## src/rtl/blif_line_reader_if.sv

```systemverilog
// Byte-in / line-record-out interface of the BLIF line reader.
// The reader sits on the slave side; the byte source and record sink sit on the master side.
interface blif_line_reader_if #(
  parameter int unsigned CNT_W = 8
);
  // Byte stream
  logic             in_valid;
  logic             in_ready;
  logic [7:0]       in_data;
  // Line record
  logic             out_valid;
  logic             out_ready;
  logic [2:0]       out_kind;
  logic [CNT_W-1:0] out_tokens;
  logic             out_overflow;
  // Illegal-byte pulse
  logic             err;

  modport master (
    output in_valid, in_data, out_ready,
    input  in_ready, out_valid, out_kind, out_tokens, out_overflow, err
  );

  modport slave (
    input  in_valid, in_data, out_ready,
    output in_ready, out_valid, out_kind, out_tokens, out_overflow, err
  );
endinterface

```

## src/rtl/blif_line_reader.sv

```systemverilog
// Streaming BLIF line reader: splits an ASCII byte stream into lines and whitespace-delimited
// tokens, classifies the directive in the first token and emits one record per non-empty line.
module blif_line_reader #(
  parameter int unsigned CNT_W = 8
) (
  input logic               clk,
  input logic               rst,
  blif_line_reader_if.slave bus
);

  localparam int unsigned    NumKw  = 6;
  localparam logic [CNT_W-1:0] CntMax = '1;

  typedef enum logic [1:0] {StWs, StTok, StCmt, StEmit} state_e;

  // Keyword k (0 .model, 1 .inputs, 2 .outputs, 3 .names, 4 .latch, 5 .end), character p.
  // Positions past the keyword return 0, which never equals a token character.
  function automatic logic [7:0] kw_char(input int unsigned k, input logic [3:0] p);
    logic [63:0] s;
    case (k)
      0:       s = {".model", 16'h0};
      1:       s = {".inputs", 8'h0};
      2:       s = ".outputs";
      3:       s = {".names", 16'h0};
      4:       s = {".latch", 16'h0};
      5:       s = {".end", 32'h0};
      default: s = '0;
    endcase
    if (p > 4'd7) return 8'h00;
    return s[8*(7-int'(p)) +: 8];
  endfunction

  function automatic logic [3:0] kw_len(input int unsigned k);
    case (k)
      0:       return 4'd6;
      1:       return 4'd7;
      2:       return 4'd8;
      3:       return 4'd6;
      4:       return 4'd6;
      5:       return 4'd4;
      default: return 4'd0;
    endcase
  endfunction

  // Advance every match flag by one character at position p of the first token.
  function automatic logic [NumKw-1:0] match_step(input logic [NumKw-1:0] m,
                                                  input logic [3:0]       p,
                                                  input logic [7:0]       c);
    logic [NumKw-1:0] r;
    for (int unsigned k = 0; k < NumKw; k++) begin
      r[k] = m[k] && (p < kw_len(k)) && (c == kw_char(k, p));
    end
    return r;
  endfunction

  // A flag only counts once the token reached exactly its keyword's length.
  function automatic logic [2:0] kind_decode(input logic [NumKw-1:0] m, input logic [3:0] p);
    logic [NumKw-1:0] hit;
    logic [2:0]       kind;
    for (int unsigned k = 0; k < NumKw; k++) begin
      hit[k] = m[k] && (p == kw_len(k));
    end
    kind = 3'd7;
    if ($countones(hit) == 1) begin
      for (int unsigned k = 0; k < NumKw; k++) begin
        if (hit[k]) kind = 3'(k + 1);
      end
    end
    return kind;
  endfunction

  state_e           state_q, state_d;
  logic [CNT_W-1:0] cnt_q, cnt_d;
  logic             ovf_q, ovf_d;
  logic [2:0]       kind_q, kind_d;
  logic [NumKw-1:0] match_q, match_d;
  logic [3:0]       pos_q, pos_d;
  logic             first_q, first_d;
  logic             err_q, err_d;
  logic             started_q;

  logic is_sep, is_lf, is_cr, is_hash, is_tok, is_ill;
  logic in_ready_w, accept;
  logic tok_start, tok_end;

  // Byte classification and handshake qualification
  always_comb begin
    is_sep     = (bus.in_data == 8'h20) || (bus.in_data == 8'h09);
    is_lf      = (bus.in_data == 8'h0a);
    is_cr      = (bus.in_data == 8'h0d);
    is_hash    = (bus.in_data == 8'h23);
    is_tok     = (bus.in_data >= 8'h21) && (bus.in_data <= 8'h7e) && !is_hash;
    is_ill     = !(is_sep || is_lf || is_cr || is_hash || is_tok);
    // started_q keeps in_ready low for the first cycle after reset
    in_ready_w = started_q && (state_q != StEmit) && !rst;
    accept     = bus.in_valid && in_ready_w;
  end

  // Next-state logic: tokenizer FSM, token counter and directive matcher
  always_comb begin
    state_d   = state_q;
    cnt_d     = cnt_q;
    ovf_d     = ovf_q;
    kind_d    = kind_q;
    match_d   = match_q;
    pos_d     = pos_q;
    first_d   = first_q;
    err_d     = 1'b0;
    tok_start = 1'b0;
    tok_end   = 1'b0;

    if (accept) begin
      err_d = is_ill;
      // Illegal bytes and CR fall through every branch and leave the state untouched.
      unique case (state_q)
        StWs: begin
          if (is_tok) begin
            state_d   = StTok;
            tok_start = 1'b1;
          end else if (is_hash) begin
            state_d = StCmt;
          end else if (is_lf && (cnt_q != '0)) begin
            state_d = StEmit;
          end
        end
        StTok: begin
          if (is_sep) begin
            state_d = StWs;
            tok_end = 1'b1;
          end else if (is_hash) begin
            state_d = StCmt;
            tok_end = 1'b1;
          end else if (is_lf) begin
            state_d = StEmit;
            tok_end = 1'b1;
          end else if (is_tok && first_q) begin
            match_d = match_step(match_q, pos_q, bus.in_data);
            pos_d   = (pos_q == 4'hf) ? pos_q : pos_q + 4'd1;
          end
        end
        StCmt: begin
          if (is_lf) state_d = (cnt_q != '0) ? StEmit : StWs;
        end
        StEmit: ;
      endcase
    end

    if (tok_start) begin
      if (cnt_q == CntMax) ovf_d = 1'b1;
      else                 cnt_d = cnt_q + CNT_W'(1);
      if (cnt_q == '0) begin
        first_d = 1'b1;
        match_d = match_step('1, 4'd0, bus.in_data);
        pos_d   = 4'd1;
      end
    end

    if (tok_end && first_q) begin
      kind_d  = kind_decode(match_q, pos_q);
      first_d = 1'b0;
    end

    // Record taken: start a fresh line
    if ((state_q == StEmit) && bus.out_ready) begin
      state_d = StWs;
      cnt_d   = '0;
      ovf_d   = 1'b0;
      kind_d  = 3'd0;
      match_d = '0;
      pos_d   = 4'd0;
      first_d = 1'b0;
    end
  end

  // State registers with synchronous reset
  always_ff @(posedge clk) begin
    if (rst) begin
      state_q   <= StWs;
      cnt_q     <= '0;
      ovf_q     <= 1'b0;
      kind_q    <= 3'd0;
      match_q   <= '0;
      pos_q     <= 4'd0;
      first_q   <= 1'b0;
      err_q     <= 1'b0;
      started_q <= 1'b0;
    end else begin
      state_q   <= state_d;
      cnt_q     <= cnt_d;
      ovf_q     <= ovf_d;
      kind_q    <= kind_d;
      match_q   <= match_d;
      pos_q     <= pos_d;
      first_q   <= first_d;
      err_q     <= err_d;
      started_q <= 1'b1;
    end
  end

  // Outputs; the line registers are frozen in StEmit, so the record is stable until taken.
  // rst forces every output low, including the cycle it is first asserted.
  always_comb begin
    bus.in_ready     = in_ready_w;
    bus.out_valid    = (state_q == StEmit) && !rst;
    bus.out_kind     = rst ? 3'd0 : kind_q;
    bus.out_tokens   = rst ? '0 : cnt_q;
    bus.out_overflow = ovf_q && !rst;
    bus.err          = err_q && !rst;
  end

endmodule

```

## src/flat_wrapper.sv

```systemverilog
// flat-port wrapper written by rule: the top's interface ports become plain ports
module blif_line_reader_flat 
#(
  parameter int unsigned CNT_W = 8
)
  (clk, rst, bus_in_valid, bus_in_data, bus_out_ready, bus_in_ready, bus_out_valid, bus_out_kind, bus_out_tokens, bus_out_overflow, bus_err);
  blif_line_reader_if #(.CNT_W(CNT_W)) bus_i ();
  input logic clk;
  input logic rst;
  input wire logic [$bits(bus_i.in_valid)-1:0] bus_in_valid;
  input wire logic [$bits(bus_i.in_data)-1:0] bus_in_data;
  input wire logic [$bits(bus_i.out_ready)-1:0] bus_out_ready;
  output wire logic [$bits(bus_i.in_ready)-1:0] bus_in_ready;
  output wire logic [$bits(bus_i.out_valid)-1:0] bus_out_valid;
  output wire logic [$bits(bus_i.out_kind)-1:0] bus_out_kind;
  output wire logic [$bits(bus_i.out_tokens)-1:0] bus_out_tokens;
  output wire logic [$bits(bus_i.out_overflow)-1:0] bus_out_overflow;
  output wire logic [$bits(bus_i.err)-1:0] bus_err;
  assign bus_i.in_valid = bus_in_valid;
  assign bus_i.in_data = bus_in_data;
  assign bus_i.out_ready = bus_out_ready;
  assign bus_in_ready = bus_i.in_ready;
  assign bus_out_valid = bus_i.out_valid;
  assign bus_out_kind = bus_i.out_kind;
  assign bus_out_tokens = bus_i.out_tokens;
  assign bus_out_overflow = bus_i.out_overflow;
  assign bus_err = bus_i.err;
  blif_line_reader #(.CNT_W(CNT_W)) u_core (.clk(clk), .rst(rst), .bus(bus_i));
endmodule
```

## config.mk

```make
export PLATFORM = sky130hd
export DESIGN_NAME = blif_line_reader_flat
export DESIGN_NICKNAME = d
export VERILOG_FILES = /design/src/rtl/blif_line_reader_if.sv /design/src/rtl/blif_line_reader.sv /design/src/flat_wrapper.sv
export SDC_FILE = /design/constraint.sdc
export NUM_CORES = 1
export LEC_CHECK = 0
export CORE_MARGIN = 2
export CORE_UTILIZATION = 60
export CTS_BUF_LIST = sky130_fd_sc_hd__clkbuf_8 sky130_fd_sc_hd__clkbuf_16
export DETAILED_ROUTE_END_ITERATION = 7
export PLACE_DENSITY = 0.86
export SLEW_MARGIN = 5
export SYNTH_ARGS = -nofsm -noshare
export SYNTH_HDL_FRONTEND = slang
export SYNTH_SLANG_ARGS = --single-unit
```

## constraint.sdc

```tcl
create_clock -name clk -period 5.5 [get_ports clk]
set_input_delay 1.1 -clock clk [delete_from_list [all_inputs] [get_ports clk]]
set_output_delay 1.1 -clock clk [all_outputs]
set_load 0.01 [all_outputs]
```

==> metrics.txt, run 1 <==
outcome=finished, final reports clean; r2r worst-path depth=12; largest net degree at the start of global routing=42; Global Route met1 Usage=39.1%; wire per inst=16.0 µm; Critical Path Fanout Max=33; Synth cell types=66; die area=0.00506 mm²; clock slew at reported path FFs=0.10 ns; cts bufs inserted=3; pins over their slew limit=0; number of diodes=0; r2r startpoint=u_core.pos_q[0]$_SDFF_PP0_; first-pass GRT wire length=11600 µm; Residual DRC=0; Synth Cell Area=0.00271 mm²; Die Y=71.2 µm; DP Cell Count=422; cts-stage hold buffer count=0; number of synthesized register bits=27; DIE WIDTH=71.2 µm; Fmax achieved=0.254 GHz; final hold violations=0; Final Util=68.5%; HP Class=reg2reg; syn_area_per_cell=7.33 µm²; Leakage Power=1.09 nW; relative slew slack=27.1%; gr usage total=27.4%; Max VDD drop=0.0888 mV; Synth warnings=0; Final Setup Violations=0; Post-CTS Resized=0; unrepaired setup endpoints after global routing=no; DR pass1 iterations=4; Post-synth EDFFs=0; CP endpoint kind=register; syn_nets=398; final cell count without fillers=426; Total Wirelength=6810 µm; Core ar.=0.00435 mm²; Clk Latency, worst-skew pair=0.28 ns; Vias per Instance=6.49; initial antenna violation count=0; drt first-iter violations=229; nets@finish=404; Arrival @ worst endpoint=4.11 ns; register area share after synthesis=20.0%; total gr overflow=0; ys flop type=dfxtp_1; leading cell type in the layout, fill and taps excluded=nand2_1; crit path launch type=register; post-CTS setup buffers=0; port bufs=26; FF-to-FF setup slack=1.56 ns; crit path launch=u_core.pos_q[0]$_SDFF_PP0_; row cnt=24; Longest Clk Path Bufs=2; DP Worst Slack=1.65 ns; Post-DRT Antenna Nets=0; type of the worst setup path=reg2reg; worst r2r dst=u_core.kind_q[1]$_SDFFE_PP0P_; Final Total Pwr=0.000396 W; busiest grt layer=met2; met2 GRT Util=43.9%; DR vias=2766; CTS sink cnt=27; Worst-Margin Slew=1.09 ns; I/O Pins=27; GR met3 Demand/Resource=2.42%; initial core utilization=62.2%; final period utilization=71.6%; clock root buffer=clkbuf_8; Worst Skew=0.0112 ns; final worst slack=1.56 ns; WP data required=5.67 ns; Detailed Place HPWL=4950 µm; layout cell share with drive strength beyond 1=5.35%; min cycle time layout=3.94 ns; worst setup path endpoint=u_core.kind_q[1]$_SDFFE_PP0P_; Synth-to-Final Area Change=10.2%; vias in the first global route=2463; # Max-Cap Violations=0; power per cell area=133 mW/mm²; Post-synth ARST share=0%; Setup TNS=0 ns; commonest non-fill, non-tap cells in the layout=nand2_1 (29), nor2_1 (27), dfxtp_1 (27), clkdlybuf4s50_1 (26), inv_1 (25); GPL Wtd Cong=0.987; Max H-tree Level=1; Mapped Cells=369; CTS tree=yes
-- cell families (layout without fill, tap and decap cells) --
logic type	after synthesis	after routing	share of synthesized area (%)
and+or+nand+nor	163	163	34.8
AOI/OAI and AO/OA	87	87	21.5
buffers and inverters	52	57	7.63
DFF	27	27	20.0
xor gates and xnor gates	18	18	5.83
adders and majority gates	17	17	8.41
muxes	5	5	1.90
-- Yosys cell counts, types with 6 or more instances --
library cell / count / share of area (%)
a21oi_1: 19 / 3.5
inv_1: 25 / 3.5
dfxtp_1: 27 / 20
nor3_1: 15 / 2.8
o22ai_1: 8 / 1.8
nand3_1: 18 / 3.3
buf_2: 6 / 1.1
nand2_1: 29 / 4.0
and3_1: 6 / 1.4
nor4_1: 7 / 1.6
o21ai_0: 17 / 3.1
nor2_1: 27 / 3.7
o31ai_1: 6 / 1.7
nor2b_1: 14 / 3.2
nand4_1: 9 / 2.1
xnor2_1: 15 / 4.9
ha_1: 15 / 6.9
clkbuf_1: 17 / 2.4
-- layer usage --
| metal | vias to the layer above | share of wire, % |
|---|---|---|
| met5 | - | 0 |
| met1 | 1294 | 45 |
| li1 | 1350 | - |
| met4 | 0 | 1.9 |
| met2 | 110 | 47 |
| met3 | 12 | 5.8 |
-- registers in the layout, indices dropped and copies added, names as in the netlist --
| register | cells |
|---|---|
| u_core.cnt_q | 8 |
| u_core.ovf_q | 1 |
| u_core.started_q | 1 |
| u_core.match_q | 6 |
| u_core.kind_q | 3 |
| u_core.pos_q | 4 |
| u_core.state_q | 2 |
| u_core.first_q | 1 |
| u_core.err_q | 1 |
-- power breakdown --
part	switching (W)	internal, W	total [W]
Sequential	0.00000371	0.000198	0.000201
Combinational	0.0000457	0.0000310	0.0000767
Clock	0.0000661	0.0000515	0.000118
Total	0.000116	0.000280	0.000396
-- worst min-delay path by stage --
stage | from | slack (ns) | endpoint | depth (start not counted)
global placement | u_core.first_q$_SDFFE_PP0P_ | 0.45 | u_core.first_q$_SDFFE_PP0P_ | 2
detailed placement | u_core.ovf_q$_SDFFE_PP0P_ | 0.46 | u_core.ovf_q$_SDFFE_PP0P_ | 2
global route | u_core.match_q[2]$_SDFF_PP0_ | 0.52 | u_core.match_q[2]$_SDFF_PP0_ | 2
CTS | u_core.ovf_q$_SDFFE_PP0P_ | 0.48 | u_core.ovf_q$_SDFFE_PP0P_ | 2
finish | u_core.ovf_q$_SDFFE_PP0P_ | 0.49 | u_core.ovf_q$_SDFFE_PP0P_ | 2
floorplan | u_core.ovf_q$_SDFFE_PP0P_ | 0.43 | u_core.ovf_q$_SDFFE_PP0P_ | 2
-- layout make-up --
cell class              instances  area (µm²)
multi-input cells             290        1960
fillers                       369        1370
flip-flops and latches         27         541
repair buffers                 28         275
inverters                      25        93.8
well taps                      52        65.1
clock buffers                   3        41.3
clock inverters                 1        7.51
-- worst max-delay path: stages, from the launching register on --
cell	delay, ns
dfxtp_1	1.05
inv_1	0.27
ha_1	0.31
nand4b_1	0.16
inv_1	0.07
ha_1	0.28
inv_1	0.05
fa_1	0.38
inv_1	0.06
ha_1	0.22
nor4b_1	0.58
nand3_1	0.14
o221a_2	0.26
-- stage by stage --
stage	hold slack (ns)	area, µm²
after floorplan	0.429	2710
after global placement	0.449	2930
after detailed placement	0.461	2930
after CTS	0.485	2980
after global routing	0.518	2980
final	0.485	2980
(Power assumes the default switching activity.)
==> run 2: changes to the inputs <==
- CORE_UTILIZATION: 60 -> 52
- PLACE_DENSITY: 0.86 -> 0.8
- clock period: 5.5 -> 3.35 ns (I/O delays scaled with it)
==> run 2 against run 1 <==
Against the previous run: first-iteration DRC count shrank 40%; critical path depth shrank 1; design area grew 3.7%; routed wire length shrank 5.6%; sequential cell count is the same; maximum frequency grew 30%; critical path type unchanged; critical endpoint unchanged.
==> metrics.txt, run 2 (same netlist as run 1, synthesis figures left out) <==
outcome=finished, final reports clean; switching share of power=28.1% (-1.1 points); Leakage Power=1.16 nW (+5.9%); DP Worst Slack=0.274 ns (-1.37 ns); min-delay src=u_core.ovf_q$_SDFFE_PP0P_; I/O Pins=27 (unchanged); Final Setup Violations=0 (unchanged); Post-CTS Resized=0 (unchanged); CTS sink cnt=27 (unchanged); port bufs=26 (unchanged); clock root buffer=clkbuf_8; min cycle time layout=3.02 ns (-0.914 ns); Max VDD drop=0.140 mV (+58%); unrepaired setup endpoints after global routing=no; biggest regs=u_core.cnt_q x8, u_core.match_q x6, u_core.pos_q x4; # Max-Cap Violations=0 (unchanged); initial core utilization=53.3% (-8.8 points); Post-DRT Antenna Nets=0 (unchanged); Hold Path Stages=2 (unchanged); wire per inst=14.1 µm (-12%); DP Cell Count=452 (+7.1%); relative slew slack=58.4% (+31 points); post-CTS setup buffers=0 (unchanged); type of the worst setup path=reg2reg; area of the multi-input gates=0.00196 mm² (unchanged); power share of the combinational group=21.0% (+1.6 points); Arrival @ worst endpoint=3.19 ns (-0.92 ns); HP Class=reg2reg; final hold violations=0 (unchanged); power per cell area=209 mW/mm² (+58%); crit path launch type=register; sequential standard cell area=541 µm² (unchanged); Vias per Instance=5.95 (-8.4%); Fmax achieved=0.331 GHz (+30%); Clk Latency, worst-skew pair=0.27 ns (about the same); number of diodes=0 (unchanged); Clock power frac=28.4% (-1.3 points); Critical Path Fanout Max=7 (-79%); worst r2r dst=u_core.kind_q[1]$_SDFFE_PP0P_; Worst-Margin Slew=0.622 ns (-0.469 ns); gr usage total=22.5% (-4.9 points); WP data required=3.51 ns (-2.16 ns); Longest Clk Path Bufs=2 (unchanged); max reg flops=8 (unchanged); Synth-to-Final Area Change=14.3%; cts bufs inserted=3 (unchanged); cts-stage hold buffer count=0 (unchanged); Die Y=76.1 µm (+7.0%); Net Switching=0.000182 W (+57%); Total Wirelength=6430 µm (-5.6%); Worst Skew=0.0121 ns (+0.000934 ns); final worst slack=0.325 ns (-1.24 ns); pins over their slew limit=0 (unchanged); CP endpoint kind=register; leading cell type in the layout, fill and taps excluded=nand2_1; DIE WIDTH=76.1 µm (+7.0%); r2r startpoint=u_core.pos_q[2]$_SDFF_PP0_; nets@finish=416 (+3.0%); largest net degree at the start of global routing=40 (-4.8%); worst hold margin=0.481 ns (-0.00392 ns); final period utilization=90.3% (+19 points); final cell count without fillers=456 (+7.0%); Flop pwr share=50.6% (-0.3 points); Residual DRC=0 (unchanged); drt first-iter violations=138 (-40%); clock slew at reported path FFs=0.10 ns (about the same); commonest non-fill, non-tap cells in the layout=nand2_1 (29), nor2_1 (27), dfxtp_1 (27), clkdlybuf4s50_1 (26), inv_1 (25); initial antenna violation count=0 (unchanged); die area=0.00580 mm² (+14%); Min-Delay Endpoint=u_core.ovf_q$_SDFFE_PP0P_; most flop-heavy register=u_core.cnt_q; DR vias=2713 (-1.9%); Int Power=0.000465 W (+66%); layout cell share with drive strength beyond 1=8.29% (+2.9 points); Core ar.=0.00507 mm² (+17%); Final Util=60.9% (-7.6 points); CTS tree=yes; Max H-tree Level=1 (unchanged); total gr overflow=0 (unchanged); row cnt=26 (+8.3%); GPL Wtd Cong=0.975 (-1.2%); Fill cells=481 (+30%); Setup TNS=0 ns (unchanged); Detailed Place HPWL=4890 µm (-1.3%); r2r worst-path depth=11 (-1); vias in the first global route=2454 (-0.37%); DR pass1 iterations=5 (+1); first-pass GRT wire length=11200 µm (-3.6%); FF-to-FF setup slack=0.33 ns (-1.24 ns)
[run 2: cell count changes in the layout (fill, tap and decap cells not counted), sizes merged]
cell	change
clkinv	+1
clkinvlp	-1
buf	+12
[run 2: area by class of cell]
type	count	share of cell area (%)
Sequential cell	27	17.5
Inverter	25	3.03
Clock inverter	1	0.162
Timing Repair Buffer	40	11.8
Clock buffer	3	1.33
Tap cell	70	2.83
Multi-Input combinational cell	290	63.3
[run 2: through the flow]
stage | total power, W | cell area [µm²]
after floorplan | 0.000425 | 2710
after global placement | 0.000466 | 3050
after detailed placement | 0.000468 | 3050
after CTS | 0.000646 | 3090
after global routing | 0.000678 | 3090
final | 0.000647 | 3090
[run 2: worst max-delay path: stages (launching register included)]
cell and delay (ns):
dfxtp_1 0.34, nor2b_1 0.35, nand3_1 0.21, inv_1 0.09, ha_1 0.14, inv_1 0.05, fa_1 0.52, inv_1 0.04
ha_1 0.28, nor4b_1 0.51, nand3_1 0.13, o221a_2 0.25
[run 2: worst max path at each step]
stage                                     startpoint                             to  slack, ns  cells after the start
after floorplan           u_core.pos_q[3]$_SDFF_PP0_  u_core.kind_q[1]$_SDFFE_PP0P_       0.23                     13
after global placement                           rst   u_core.cnt_q[3]$_SDFFE_PP0P_       0.34                      7
after detailed placement                         rst   u_core.cnt_q[3]$_SDFFE_PP0P_       0.27                      7
after CTS                 u_core.pos_q[2]$_SDFF_PP0_  u_core.kind_q[1]$_SDFFE_PP0P_       0.33                     11
after global routing      u_core.pos_q[2]$_SDFF_PP0_  u_core.kind_q[1]$_SDFFE_PP0P_       0.04                     11
final                     u_core.pos_q[2]$_SDFF_PP0_  u_core.kind_q[1]$_SDFFE_PP0P_       0.33                     11
[run 2: per-layer routing]
layer	vias to the layer above	track usage, %	wire length, µm	share of wire, %
li1	1367	-	-	-
met1	1236	31.5	2980	46
met2	104	38.1	2980	46
met3	6	1.54	410	6.4
met4	0	4.91	53	0.82
met5	-	0	0	0
[run 2: power groups by stage]
stage	Sequential (W)	Combinational, W	Clock (W)
6_report	0.000327	0.000135	0.000184
5_1_grt	0.000328	0.000150	0.000200
4_1_cts	0.000327	0.000134	0.000185
3_5_place_dp	0.000335	0.000133	0
3_3_place_gp	0.000334	0.000132	0
2_1_floorplan	0.000334	0.0000905	0
==> run 3: changes to the inputs <==
- TNS_END_PERCENT: not set -> 30
==> results of run 3 <==
Same layout as run 2: the final DEF is identical, and so are final timing and power.
